<file path="config.mk">
export PLATFORM = sky130hd
export DESIGN_NAME = volume_meter_flat
export DESIGN_NICKNAME = d
export VERILOG_FILES = /design/src/rtl/volume_pkg.sv /design/src/rtl/volume_meter_if.sv /design/src/rtl/volume_level.sv /design/src/rtl/volume_meter.sv /design/src/flat_wrapper.sv
export SDC_FILE = /design/constraint.sdc
export NUM_CORES = 1
export LEC_CHECK = 0
export CELL_PAD_IN_SITES_DETAIL_PLACEMENT = 1
export CELL_PAD_IN_SITES_GLOBAL_PLACEMENT = 1
export CORE_ASPECT_RATIO = 1.4
export CORE_UTILIZATION = 46
export DETAILED_ROUTE_END_ITERATION = 12
export HOLD_SLACK_MARGIN = 0.03
export PLACE_DENSITY_LB_ADDON = 0.1
export SLEW_MARGIN = 5
export SYNTH_ARGS = -nofsm -noshare
export SYNTH_HDL_FRONTEND = slang
export SYNTH_HIERARCHICAL = 1
export SYNTH_SLANG_ARGS = --single-unit
</file>
<file path="constraint.sdc">
create_clock -name i_clk -period 14.4 [get_ports i_clk]
set_clock_uncertainty 0.1 [all_clocks]
set_input_delay 2.88 -clock i_clk [delete_from_list [all_inputs] [get_ports i_clk]]
set_output_delay 2.88 -clock i_clk [all_outputs]
set_load 0.1 [all_outputs]
</file>
<file path="src/rtl/volume_pkg.sv">
// Shared constants and types for the volume meter: level encoding and FSM states.
package volume_pkg;
    localparam int LEVEL_W    = 8;
    localparam int LEVEL_MAX  = 100;
    localparam int LEVEL_STEP = 10;
    localparam int NUM_STEPS  = LEVEL_MAX / LEVEL_STEP;

    typedef enum logic {
        S_IDLE,
        S_ACC
    } state_t;

    function automatic logic [LEVEL_W-1:0] level_max(
        input logic [LEVEL_W-1:0] a,
        input logic [LEVEL_W-1:0] b
    );
        return (a > b) ? a : b;
    endfunction
endpackage

</file>
<file path="src/rtl/volume_meter_if.sv">
// Sample input bus and per-window meter results of the volume meter.
interface volume_meter_if
    import volume_pkg::*;
#(
    parameter int DATA_W = 16,
    parameter int CH     = 2
);
    logic                    in_valid;
    logic [CH*DATA_W-1:0]    in_data;
    logic                    o_valid;
    logic [CH*LEVEL_W-1:0]   o_avg;
    logic [CH*LEVEL_W-1:0]   o_peak;

    modport master (
        output in_valid, in_data,
        input  o_valid, o_avg, o_peak
    );

    modport slave (
        input  in_valid, in_data,
        output o_valid, o_avg, o_peak
    );
endinterface

</file>
<file path="src/rtl/volume_level.sv">
// Combinational sample-to-level map: saturating magnitude, then log2 bucket in steps of 10.
module volume_level
    import volume_pkg::*;
#(
    parameter int DATA_W = 16
) (
    input  logic [DATA_W-1:0]  i_sample,
    output logic [LEVEL_W-1:0] o_level
);
    logic [DATA_W-2:0] w_mag;

    // The most negative code has no positive twin, so it clamps to full scale.
    always_comb begin
        if (!i_sample[DATA_W-1]) begin
            w_mag = i_sample[DATA_W-2:0];
        end else if (i_sample[DATA_W-2:0] == '0) begin
            w_mag = '1;
        end else begin
            w_mag = (~i_sample[DATA_W-2:0]) + 1'b1;
        end
    end

    always_comb begin
        o_level = '0;
        for (int i = 0; i < NUM_STEPS; i++) begin
            if (w_mag >= (DATA_W-1)'(1) << (DATA_W - 1 - NUM_STEPS + i)) begin
                o_level = LEVEL_W'(LEVEL_STEP * (i + 1));
            end
        end
    end
endmodule

</file>
<file path="src/rtl/volume_meter.sv">
// Multi-channel volume meter: windowed average and peak level per channel.
// Optional peak-hold with decay is enabled by defining VOLUME_METER_PEAK_HOLD_EN.
module volume_meter
    import volume_pkg::*;
#(
    parameter int DATA_W     = 16,
    parameter int LOG2_NUM   = 11,
    parameter int CH         = 2,
    parameter int DECAY_STEP = 10
) (
    input  logic           i_clk,
    input  logic           i_rst,
    input  logic           i_en,
    volume_meter_if.slave  bus
);
    localparam int ACC_W = 7 + LOG2_NUM;

    state_t              r_state;
    logic [LOG2_NUM-1:0] r_cnt;
    logic                r_valid;
    logic                w_accept;
    logic                w_last;

    assign w_accept = i_en && bus.in_valid;
    assign w_last   = w_accept && (r_cnt == '1);

    always_ff @(posedge i_clk) begin
        if (i_rst) begin
            r_state <= S_IDLE;
            r_cnt   <= '0;
            r_valid <= 1'b0;
        end else begin
            r_valid <= 1'b0;
            if (!i_en) begin
                r_state <= S_IDLE;
                r_cnt   <= '0;
            end else if (bus.in_valid) begin
                case (r_state)
                    S_IDLE: begin
                        r_state <= S_ACC;
                        r_cnt   <= r_cnt + 1'b1;
                    end
                    S_ACC: begin
                        if (w_last) begin
                            r_state <= S_IDLE;
                            r_cnt   <= '0;
                            r_valid <= 1'b1;
                        end else begin
                            r_cnt <= r_cnt + 1'b1;
                        end
                    end
                    default: begin
                        r_state <= S_IDLE;
                        r_cnt   <= '0;
                    end
                endcase
            end
        end
    end

    assign bus.o_valid = r_valid;

    for (genvar gi = 0; gi < CH; gi++) begin : g_ch
        logic [LEVEL_W-1:0] w_level;
        logic [LEVEL_W-1:0] w_wmax;
        logic [LEVEL_W-1:0] w_hold_next;
        logic [ACC_W-1:0]   w_sum;
        logic [ACC_W-1:0]   r_acc;
        logic [LEVEL_W-1:0] r_wpeak;
        logic [LEVEL_W-1:0] r_avg;
        logic [LEVEL_W-1:0] r_peak;

        volume_level #(
            .DATA_W (DATA_W)
        ) u_level (
            .i_sample (bus.in_data[gi*DATA_W +: DATA_W]),
            .o_level  (w_level)
        );

        // Sums include the current sample so the window-closing sample counts.
        assign w_sum  = r_acc + ACC_W'(w_level);
        assign w_wmax = level_max(w_level, r_wpeak);

`ifdef VOLUME_METER_PEAK_HOLD_EN
        logic [LEVEL_W-1:0] w_decay;
        assign w_decay = (r_peak > LEVEL_W'(DECAY_STEP)) ? r_peak - LEVEL_W'(DECAY_STEP) : '0;
        assign w_hold_next = (w_wmax >= r_peak) ? w_wmax : level_max(w_wmax, w_decay);
`else
        assign w_hold_next = w_wmax;
`endif

        // r_peak is the hold register when peak-hold is built in; i_en never clears it.
        always_ff @(posedge i_clk) begin
            if (i_rst) begin
                r_acc   <= '0;
                r_wpeak <= '0;
                r_avg   <= '0;
                r_peak  <= '0;
            end else if (!i_en) begin
                r_acc   <= '0;
                r_wpeak <= '0;
            end else if (bus.in_valid) begin
                if (w_last) begin
                    r_acc   <= '0;
                    r_wpeak <= '0;
                    r_avg   <= {1'b0, w_sum[ACC_W-1:LOG2_NUM]};
                    r_peak  <= w_hold_next;
                end else begin
                    r_acc   <= w_sum;
                    r_wpeak <= w_wmax;
                end
            end
        end

        assign bus.o_avg[gi*LEVEL_W +: LEVEL_W]  = r_avg;
        assign bus.o_peak[gi*LEVEL_W +: LEVEL_W] = r_peak;
    end
endmodule

</file>
<file path="src/flat_wrapper.sv">
// flat-port wrapper written by rule: the top's interface ports become plain ports
module volume_meter_flat import volume_pkg::*;
#(
    parameter int DATA_W     = 16,
    parameter int LOG2_NUM   = 11,
    parameter int CH         = 2,
    parameter int DECAY_STEP = 10
)
  (i_clk, i_rst, i_en, bus_in_valid, bus_in_data, bus_o_valid, bus_o_avg, bus_o_peak);
  volume_meter_if #(.DATA_W(DATA_W), .CH(CH)) bus_i ();
  input  logic i_clk;
  input  logic i_rst;
  input  logic i_en;
  input wire logic [$bits(bus_i.in_valid)-1:0] bus_in_valid;
  input wire logic [$bits(bus_i.in_data)-1:0] bus_in_data;
  output wire logic [$bits(bus_i.o_valid)-1:0] bus_o_valid;
  output wire logic [$bits(bus_i.o_avg)-1:0] bus_o_avg;
  output wire logic [$bits(bus_i.o_peak)-1:0] bus_o_peak;
  assign bus_i.in_valid = bus_in_valid;
  assign bus_i.in_data = bus_in_data;
  assign bus_o_valid = bus_i.o_valid;
  assign bus_o_avg = bus_i.o_avg;
  assign bus_o_peak = bus_i.o_peak;
  volume_meter #(.DATA_W(DATA_W), .LOG2_NUM(LOG2_NUM), .CH(CH), .DECAY_STEP(DECAY_STEP)) u_core (.i_clk(i_clk), .i_rst(i_rst), .i_en(i_en), .bus(bus_i));
endmodule
</file>
==> PnR_summary.wiki, run 1 <==
{| class="wikitable"
! Metric !! Value
|-
| Vias after detailed routing || 6,368
|-
| Clock transition at the registers of the reported paths || 0.06 ns
|-
| Endpoint arrival time on the critical path || 7.61 ns
|-
| Nets || 892
|-
| Mean instance size in the synthesized netlist || 8.177 um^2
|-
| Total GRT Usage || 28.35%
|-
| DIE HEIGHT || 140.6 um
|-
| Peak supply drop || 0.06277 mV
|-
| Number of CTS-inserted buffers || 9
|-
| Average wire per cell in the routed design || 19.41 um
|-
| Status || completed
|-
| Deepest level of the CTS H-tree || 3
|-
| Antenna violations before repair || 0
|-
| Post-synth EDFFs || 0
|-
| First-pass DRT Iterations || 4
|-
| Total inserted antenna cells || 0
|-
| Worst R2R Start || u_core/r_cnt[0]
|-
| Core region area || 0.01339 mm^2
|-
| Clock tree from TritonCTS || done
|-
| Endpoint required time on the critical path || 14.52 ns
|-
| Number of clock sinks || 95
|-
| Seq cells post-synth || 95
|-
| Cell Area, Synth || 0.006312 mm^2
|-
| Maximum achievable frequency || 133.5 MHz
|-
| Clock latency on the worst-skew pair || 0.33 ns
|-
| Largest net degree at the start of global routing || 33
|-
| Final design utilization || 55.33%
|-
| Final Max Slew Viols || 0
|-
| Dominant cell type by area after synthesis || sky130_fd_sc_hd__dfxtp_1
|-
| Hold_sp || u_core/g_ch[1].r_acc[0]
|-
| HP Class || reg -> reg
|-
| Main flop type after synthesis || sky130_fd_sc_hd__dfxtp_1
|-
| Power density normalized to cell area || 89.14 mW/mm^2
|-
| Time the final worst path needs with I/O delays and setup || 7.488 ns
|-
| CTS hold repair buffers || 0
|-
| Critical setup path kind || in -> reg
|-
| Num rows || 50
|-
| Top cells by count, synth || sky130_fd_sc_hd__dfxtp_1 (95), sky130_fd_sc_hd__nor2_1 (78), sky130_fd_sc_hd__nand2_1 (41)
|-
| Synth area leaders || sky130_fd_sc_hd__dfxtp_1 (30%), sky130_fd_sc_hd__ha_1 (6.9%), sky130_fd_sc_hd__nor2_1 (4.6%), sky130_fd_sc_hd__xnor2_1 (3.3%), sky130_fd_sc_hd__nand3_1 (2.9%)
|-
| Cell count after placement || 990
|-
| Cell depth of the worst flop-to-flop path || 7
|-
| Count of final hold-check violations || 0
|-
| Synth-to-layout area growth || 17.34%
|-
| Worst setup slack for register-to-register paths || 11.65 ns
|-
| Initial core utilization || 47.15%
|-
| Ratio of cells with drive above 1 in the final layout || 6.432%
|-
| Portion of the clock cycle consumed by the worst path in the final layout || 52.00%
|-
| Finished Layout Cells || 1,006
|-
| Distinct cells, synth || 70
|-
| I/O pin count || 69
|-
| Remaining DRCs || 0
|-
| Number of design-rule violations left by the first detailed-router iteration || 267
|-
| Capturing element type of the critical path || flip-flop
|-
| CTS root buffer || sky130_fd_sc_hd__clkbuf_16
|-
| Endpoint of the worst-slack reg-to-reg timing path || u_core/g_ch[1].r_wpeak[1]
|-
| Hold Slack || 0.3739 ns
|-
| Max-cap violation count || 0
|-
| Wire length of the first global-routing pass || 32,240 um
|-
| Detail Route Antenna Nets || 0
|-
| Destination of the critical timing path || u_core/g_ch[0].r_wpeak[1]
|-
| Total negative slack for setup checks || 0 ns
|-
| Count of mapped cells out of synthesis || 772
|-
| Global-route congestion overflow total || 0
|-
| Reported leakage power || 2.522 nW
|-
| Worst slew margin relative to its limit || 32.62%
|-
| Kind of start point of the critical path || primary input
|-
| Vias per std cell || 6.330
|-
| Final count of negative-setup-slack endpoints || 0
|-
| Area enclosed by the die boundary || 0.01420 mm^2
|-
| Post-synth top area share || 30.13%
|-
| Die outline width || 101.0 um
|-
| Yosys Warn Count || 6
|-
| Portion of the post-synthesis area used by sequential elements || 30.13%
|-
| Via count of the first global-routing pass || 6,694
|-
| Post-synth ARST share || 0%
|-
| RSZ-0062 raised after global routing || no
|-
| Most common cell in the netlist || sky130_fd_sc_hd__dfxtp_1
|-
| HPWL after DPL || 14,330 um
|-
| Power, Total || 660.3 uW
|-
| Transition time of the tightest slew-check pin || 1.008 ns
|-
| IO buf count || 66
|-
| Count of instances resized after the clock tree is built || 0
|-
| # Post-CTS Setup Buffers || 0
|-
| Top fanout value on the critical path || 12
|-
| Detailed Route WL || 19,520 um
|-
| Routability-driven placement congestion ratio || 0.8673
|-
| Worst setup path startpoint || bus_in_data[3]
|-
| Worst-case clock buffer depth || 2
|}
[logic make-up after synthesis]
group | count (synthesis) | synth area share, %
compound gates | 233 | 27.67
xor+xnor | 44 | 6.105
fa+ha+maj | 37 | 7.572
buf+inv | 74 | 4.995
flops | 95 | 30.13
mux | 1 | 0.1586
other cells | 3 | 0.1784
simple gates | 285 | 23.19
[metal layers]
metal  global-route usage [%]  vias up  wire (um)
li1                         -     3020          -
met2                    53.71      154      10350
met5                        0        -          0
met3                    3.520       45        630
met4                    11.75        0        539
met1                    31.23     3149       8000
[through the flow]
stage	area, um^2	setup slack [ns]
2_1_floorplan	6324	7.811
3_3_place_gp	7082	6.804
3_5_place_dp	7082	6.623
4_1_cts	7407	6.959
5_1_grt	7407	6.625
6_report	7407	6.912
[registers in the layout (all words and copies together) (netlist names)]
name	flops
u_core/g_ch.r_acc	36
u_core/g_ch.r_peak	16
u_core/g_ch.r_wpeak	16
u_core/g_ch.r_avg	14
u_core/r_cnt	11
u_core/bus.o_valid	1
u_core/r_state	1
[cells in the final DEF (no fill, tap or decap), types with 11 or more instances in the layout]
| cell | n |
|---|---|
| sky130_fd_sc_hd__nand3_1 | 37 |
| sky130_fd_sc_hd__a21oi_1 | 36 |
| sky130_fd_sc_hd__nand4_1 | 20 |
| sky130_fd_sc_hd__nor2b_1 | 11 |
| sky130_fd_sc_hd__nor2_1 | 78 |
| sky130_fd_sc_hd__nor3_1 | 13 |
| sky130_fd_sc_hd__inv_1 | 33 |
| sky130_fd_sc_hd__xor2_1 | 20 |
| sky130_fd_sc_hd__a311oi_1 | 18 |
| sky130_fd_sc_hd__o21ai_0 | 35 |
| sky130_fd_sc_hd__a211oi_1 | 15 |
| sky130_fd_sc_hd__ha_1 | 35 |
| sky130_fd_sc_hd__a32o_1 | 16 |
| sky130_fd_sc_hd__dfxtp_1 | 95 |
| sky130_fd_sc_hd__and3_1 | 11 |
| sky130_fd_sc_hd__nand2_1 | 41 |
| sky130_fd_sc_hd__o31ai_1 | 12 |
| sky130_fd_sc_hd__xnor2_1 | 24 |
| sky130_fd_sc_hd__clkdlybuf4s50_1 | 66 |
| sky130_fd_sc_hd__or3_1 | 22 |
[area by class of cell]
cell class / instances / area, um^2
Inverter: 34 / 127.6
Clock buffer: 13 / 260.3
Sequential cell: 95 / 1902
Fill cell: 1664 / 5981
Timing Repair Buffer: 73 / 713.2
Clock inverter: 3 / 65.06
Multi-Input combinational cell: 606 / 4111
Tap cell: 182 / 227.7
[worst min-delay path by stage]
stage,cells past startpoint,end
floorplan,2,u_core/g_ch[0].r_acc[0]
global placement,2,u_core/g_ch[0].r_acc[0]
detailed placement,2,u_core/g_ch[1].r_acc[6]
CTS,2,u_core/g_ch[0].r_acc[0]
global route,2,u_core/g_ch[0].r_acc[0]
finish,2,u_core/g_ch[1].r_acc[0]
[where the power goes]
| part | switching [mW] | total [mW] | internal [mW] |
|---|---|---|---|
| combinational | 0.0797 | 0.129 | 0.0489 |
| clock | 0.0992 | 0.261 | 0.162 |
| sequential | 0.00350 | 0.271 | 0.267 |
[critical path, stage by stage]
cell                              delay [ns]
sky130_fd_sc_hd__clkdlybuf4s50_1        0.39
sky130_fd_sc_hd__or3_1                  0.55
sky130_fd_sc_hd__or2_2                  0.39
sky130_fd_sc_hd__o41ai_1                0.45
sky130_fd_sc_hd__o21ai_0                0.21
sky130_fd_sc_hd__a221o_1                0.35
sky130_fd_sc_hd__a21oi_1                0.45
sky130_fd_sc_hd__ha_1                   0.35
sky130_fd_sc_hd__nor2b_1                0.15
sky130_fd_sc_hd__o211a_1                0.21
sky130_fd_sc_hd__o21ai_1                0.56
sky130_fd_sc_hd__nand2_1                0.34
sky130_fd_sc_hd__a32o_1                 0.35
(Power assumes the default switching activity.)
==> run 2: changes to the inputs <==
- CORE_UTILIZATION: 46 -> 43
- clock period: 14.4 -> 7.1 ns (I/O delays scaled with it)
==> run 2 against run 1 <==
Compared with the run above:
- via count down 1.8%
- sequential power up 100%
- global-route usage decreased by 2.8 points
- register-to-register slack worse by 7.2 ns
- cell count rose by 0.80%
- die area rose by 6.9%
- total power rose by 96%
- combinational power is 100% higher
- critical path depth unchanged
- clock power increased by 85%
- critical endpoint is now u_core/g_ch[0].r_wpeak[5]
- highest routed layer unchanged
==> PnR_summary.wiki, run 2 (synthesis results as in run 1) <==
{| class="wikitable"
! Metric !! Value
|-
| Total negative slack for setup checks || 0 ns (unchanged)
|-
| Endpoint arrival time on the critical path || 6.03 ns (-1.58 ns)
|-
| Worst setup path startpoint || bus_in_data[3]
|-
| Global-route congestion overflow total || 0 (unchanged)
|-
| Clock transition at the registers of the reported paths || 0.06 ns (about the same)
|-
| Fill cell total of the finished layout || 1,743 (+4.7%)
|-
| Number of flip-flops in the largest register || 36 (unchanged)
|-
| Worst path max stage delay || 0.55 ns (about the same)
|-
| Peak supply drop || 0.1025 mV (+63%)
|-
| Area enclosed by the die boundary || 0.01518 mm^2 (+6.9%)
|-
| CP top delay family || compound AO/OA/AOI/OAI gates
|-
| Max-cap violation count || 0 (unchanged)
|-
| Count of final hold-check violations || 0 (unchanged)
|-
| CTS root buffer || sky130_fd_sc_hd__clkbuf_16
|-
| First-pass DRT Iterations || 4 (unchanged)
|-
| Detail Route Antenna Nets || 0 (unchanged)
|-
| Total GRT Usage || 25.56% (-2.8 points)
|-
| Initial core utilization || 43.90% (-3.2 points)
|-
| Maximum achievable frequency || 169.5 MHz
|-
| DIE HEIGHT || 145.4 um (+3.4%)
|-
| Power density normalized to cell area || 175.1 mW/mm^2 (+96%)
|-
| RSZ-0062 raised after global routing || no
|-
| Reported leakage power || 2.507 nW (-0.59%)
|-
| Worst slew margin relative to its limit || 32.78% (+0.16 points)
|-
| Kind of start point of the critical path || primary input
|-
| Number of design-rule violations left by the first detailed-router iteration || 211 (-21%)
|-
| Remaining DRCs || 0 (unchanged)
|-
| Share of total power consumed by net switching || 28.54% (+0.91 points)
|-
| Ratio of cells with drive above 1 in the final layout || 6.424% (-0.0078 points)
|-
| Largest net degree at the start of global routing || 34 (+3.0%)
|-
| Top fanout value on the critical path || 12 (unchanged)
|-
| Transition time of the tightest slew-check pin || 1.005 ns (-0.002353 ns)
|-
| Clock latency on the worst-skew pair || 0.34 ns (about the same)
|-
| Core region area || 0.01438 mm^2 (+7.4%)
|-
| Average wire per cell in the routed design || 19.02 um (-2.0%)
|-
| Portion of the clock cycle consumed by the worst path in the final layout || 83.10%
|-
| HP Class || reg -> reg
|-
| Ordered list of cells on the worst path || clkdlybuf4s50_1 -> or3_1 -> or2_2 -> o41ai_1 -> o21ai_0 -> a221o_1 -> a21oi_1 -> ha_1 -> nor2b_1 -> o211a_1 -> o21ai_1 -> nand2_1 -> a32o_1
|-
| Switching power of the nets || 369.3 uW (+100%)
|-
| Antenna violations before repair || 0 (unchanged)
|-
| Endpoint required time on the critical path || 7.23 ns (-7.29 ns)
|-
| Top register by number of flip-flops || u_core/g_ch.r_acc
|-
| Deepest level of the CTS H-tree || 3 (unchanged)
|-
| IO buf count || 66 (unchanged)
|-
| Clock tree from TritonCTS || done
|-
| Hold_sp || u_core/g_ch[1].r_acc[2]
|-
| Final count of negative-setup-slack endpoints || 0 (unchanged)
|-
| Number of clock sinks || 95 (unchanged)
|-
| Power, Total || 1.294 mW (+96%)
|-
| Highest-delay cell along the critical path || sky130_fd_sc_hd__or3_1
|-
| Vias after detailed routing || 6,255 (-1.8%)
|-
| Total inserted antenna cells || 0 (unchanged)
|-
| Routability-driven placement congestion ratio || 0.8901 (+2.6%)
|-
| Final Max Slew Viols || 0 (unchanged)
|-
| Most common cell after layout, fill and taps aside || sky130_fd_sc_hd__dfxtp_1
|-
| Vias per std cell || 6.169 (-2.5%)
|-
| CTS hold repair buffers || 0 (unchanged)
|-
| # Post-CTS Setup Buffers || 0 (unchanged)
|-
| Synth-to-layout area growth || 17.09%
|-
| Detailed Route WL || 19,290 um (-1.2%)
|-
| Commonest non-fill, non-tap cells in the layout || sky130_fd_sc_hd__dfxtp_1 (95), sky130_fd_sc_hd__nor2_1 (78), sky130_fd_sc_hd__clkdlybuf4s50_1 (66)
|-
| Capturing element type of the critical path || flip-flop
|-
| HPWL after DPL || 14,290 um (-0.27%)
|-
| Part of the total power dissipated in combinational logic || 20.2% (+0.7 points)
|-
| Count of instances resized after the clock tree is built || 0 (unchanged)
|-
| Nets || 893 (+0.11%)
|-
| Sequential Power Share || 42.4% (+1.4 points)
|-
| Worst path bufs/invs || 1 (unchanged)
|-
| Worst-case clock buffer depth || 2 (unchanged)
|-
| Largest registers in the final layout || u_core/g_ch.r_acc (36), u_core/g_ch.r_peak (16), u_core/g_ch.r_wpeak (16)
|-
| I/O pin count || 69 (unchanged)
|-
| Num rows || 52 (+4.0%)
|-
| Proportion of power drawn by the clock network || 37.4% (-2.1 points)
|-
| Number of CTS-inserted buffers || 9 (unchanged)
|-
| Via count of the first global-routing pass || 6,565 (-1.9%)
|-
| Status || completed
|-
| Critical setup path kind || in -> reg
|-
| Wire length of the first global-routing pass || 31,640 um (-1.8%)
|-
| Die outline width || 104.4 um (+3.4%)
|-
| Internal power component || 924.5 uW (+93%)
|-
| Worst R2R Start || u_core/r_cnt[2]
|-
| Time the final worst path needs with I/O delays and setup || 5.900 ns
|}
-- run 2: worst paths after layout --
path                               endpoint  slack, ns  cells past startpoint
setup reg to reg    u_core/g_ch[1].r_avg[4]       4.48                      6
hold reg to reg     u_core/g_ch[1].r_acc[2]       0.38                      2
hold / removal      u_core/g_ch[1].r_acc[2]       0.38                      2
setup / recovery  u_core/g_ch[0].r_wpeak[5]       1.20                     13
-- run 2: final cells by class --
cell class              instances  area [um^2]  area share [%]
clock inverters                 3        42.54          0.5756
inverters                      34        127.6           1.727
clock buffers                  13        250.2           3.386
repair buffers                 74        720.7           9.751
well taps                     189        236.5           3.200
flip-flops and latches         95         1902           25.73
multi-input cells             606         4111           55.63
-- run 2: metrics by stage --
step | setup WS [ns] | cells | hold WS [ns] | utilization (%) | cell area [um^2]
5_1_grt | 0.8340 | 1014 | 0.3815 | 51.40 | 7391
3_3_place_gp | 1.047 | 998 | 0.3535 | 49.36 | 7098
3_5_place_dp | 0.8781 | 998 | 0.3645 | 49.36 | 7098
4_1_cts | 1.239 | 1014 | 0.3750 | 51.40 | 7391
6_report | 1.200 | 1014 | 0.3759 | 51.40 | 7391
2_1_floorplan | 1.971 | 775 | 0.3437 | - | 6324
-- run 2: worst reg2reg max path: cells and delay by family (launching register included) --
family | cells | cell delay (ns)
flops | 1 | 0.41
simple gates | 4 | 1.33
buf+inv | 1 | 0.41
compound gates | 1 | 0.26
-- run 2: routing by layer --
metal	up-vias	part of all wire, %	GRT usage [%]
met1	3058	42	28.66
li1	3018	-	-
met2	128	52	46.95
met4	0	3.6	13.00
met3	51	2.8	3.090
met5	-	0	0
-- run 2: power by group through the flow --
stage | clock network [mW] | registers [mW] | logic [mW]
after global routing | 0.516 | 0.550 | 0.289
after global placement | 0 | 0.560 | 0.243
final | 0.484 | 0.549 | 0.261
after floorplan | 0 | 0.559 | 0.178
after CTS | 0.498 | 0.549 | 0.259
after detailed placement | 0 | 0.561 | 0.255
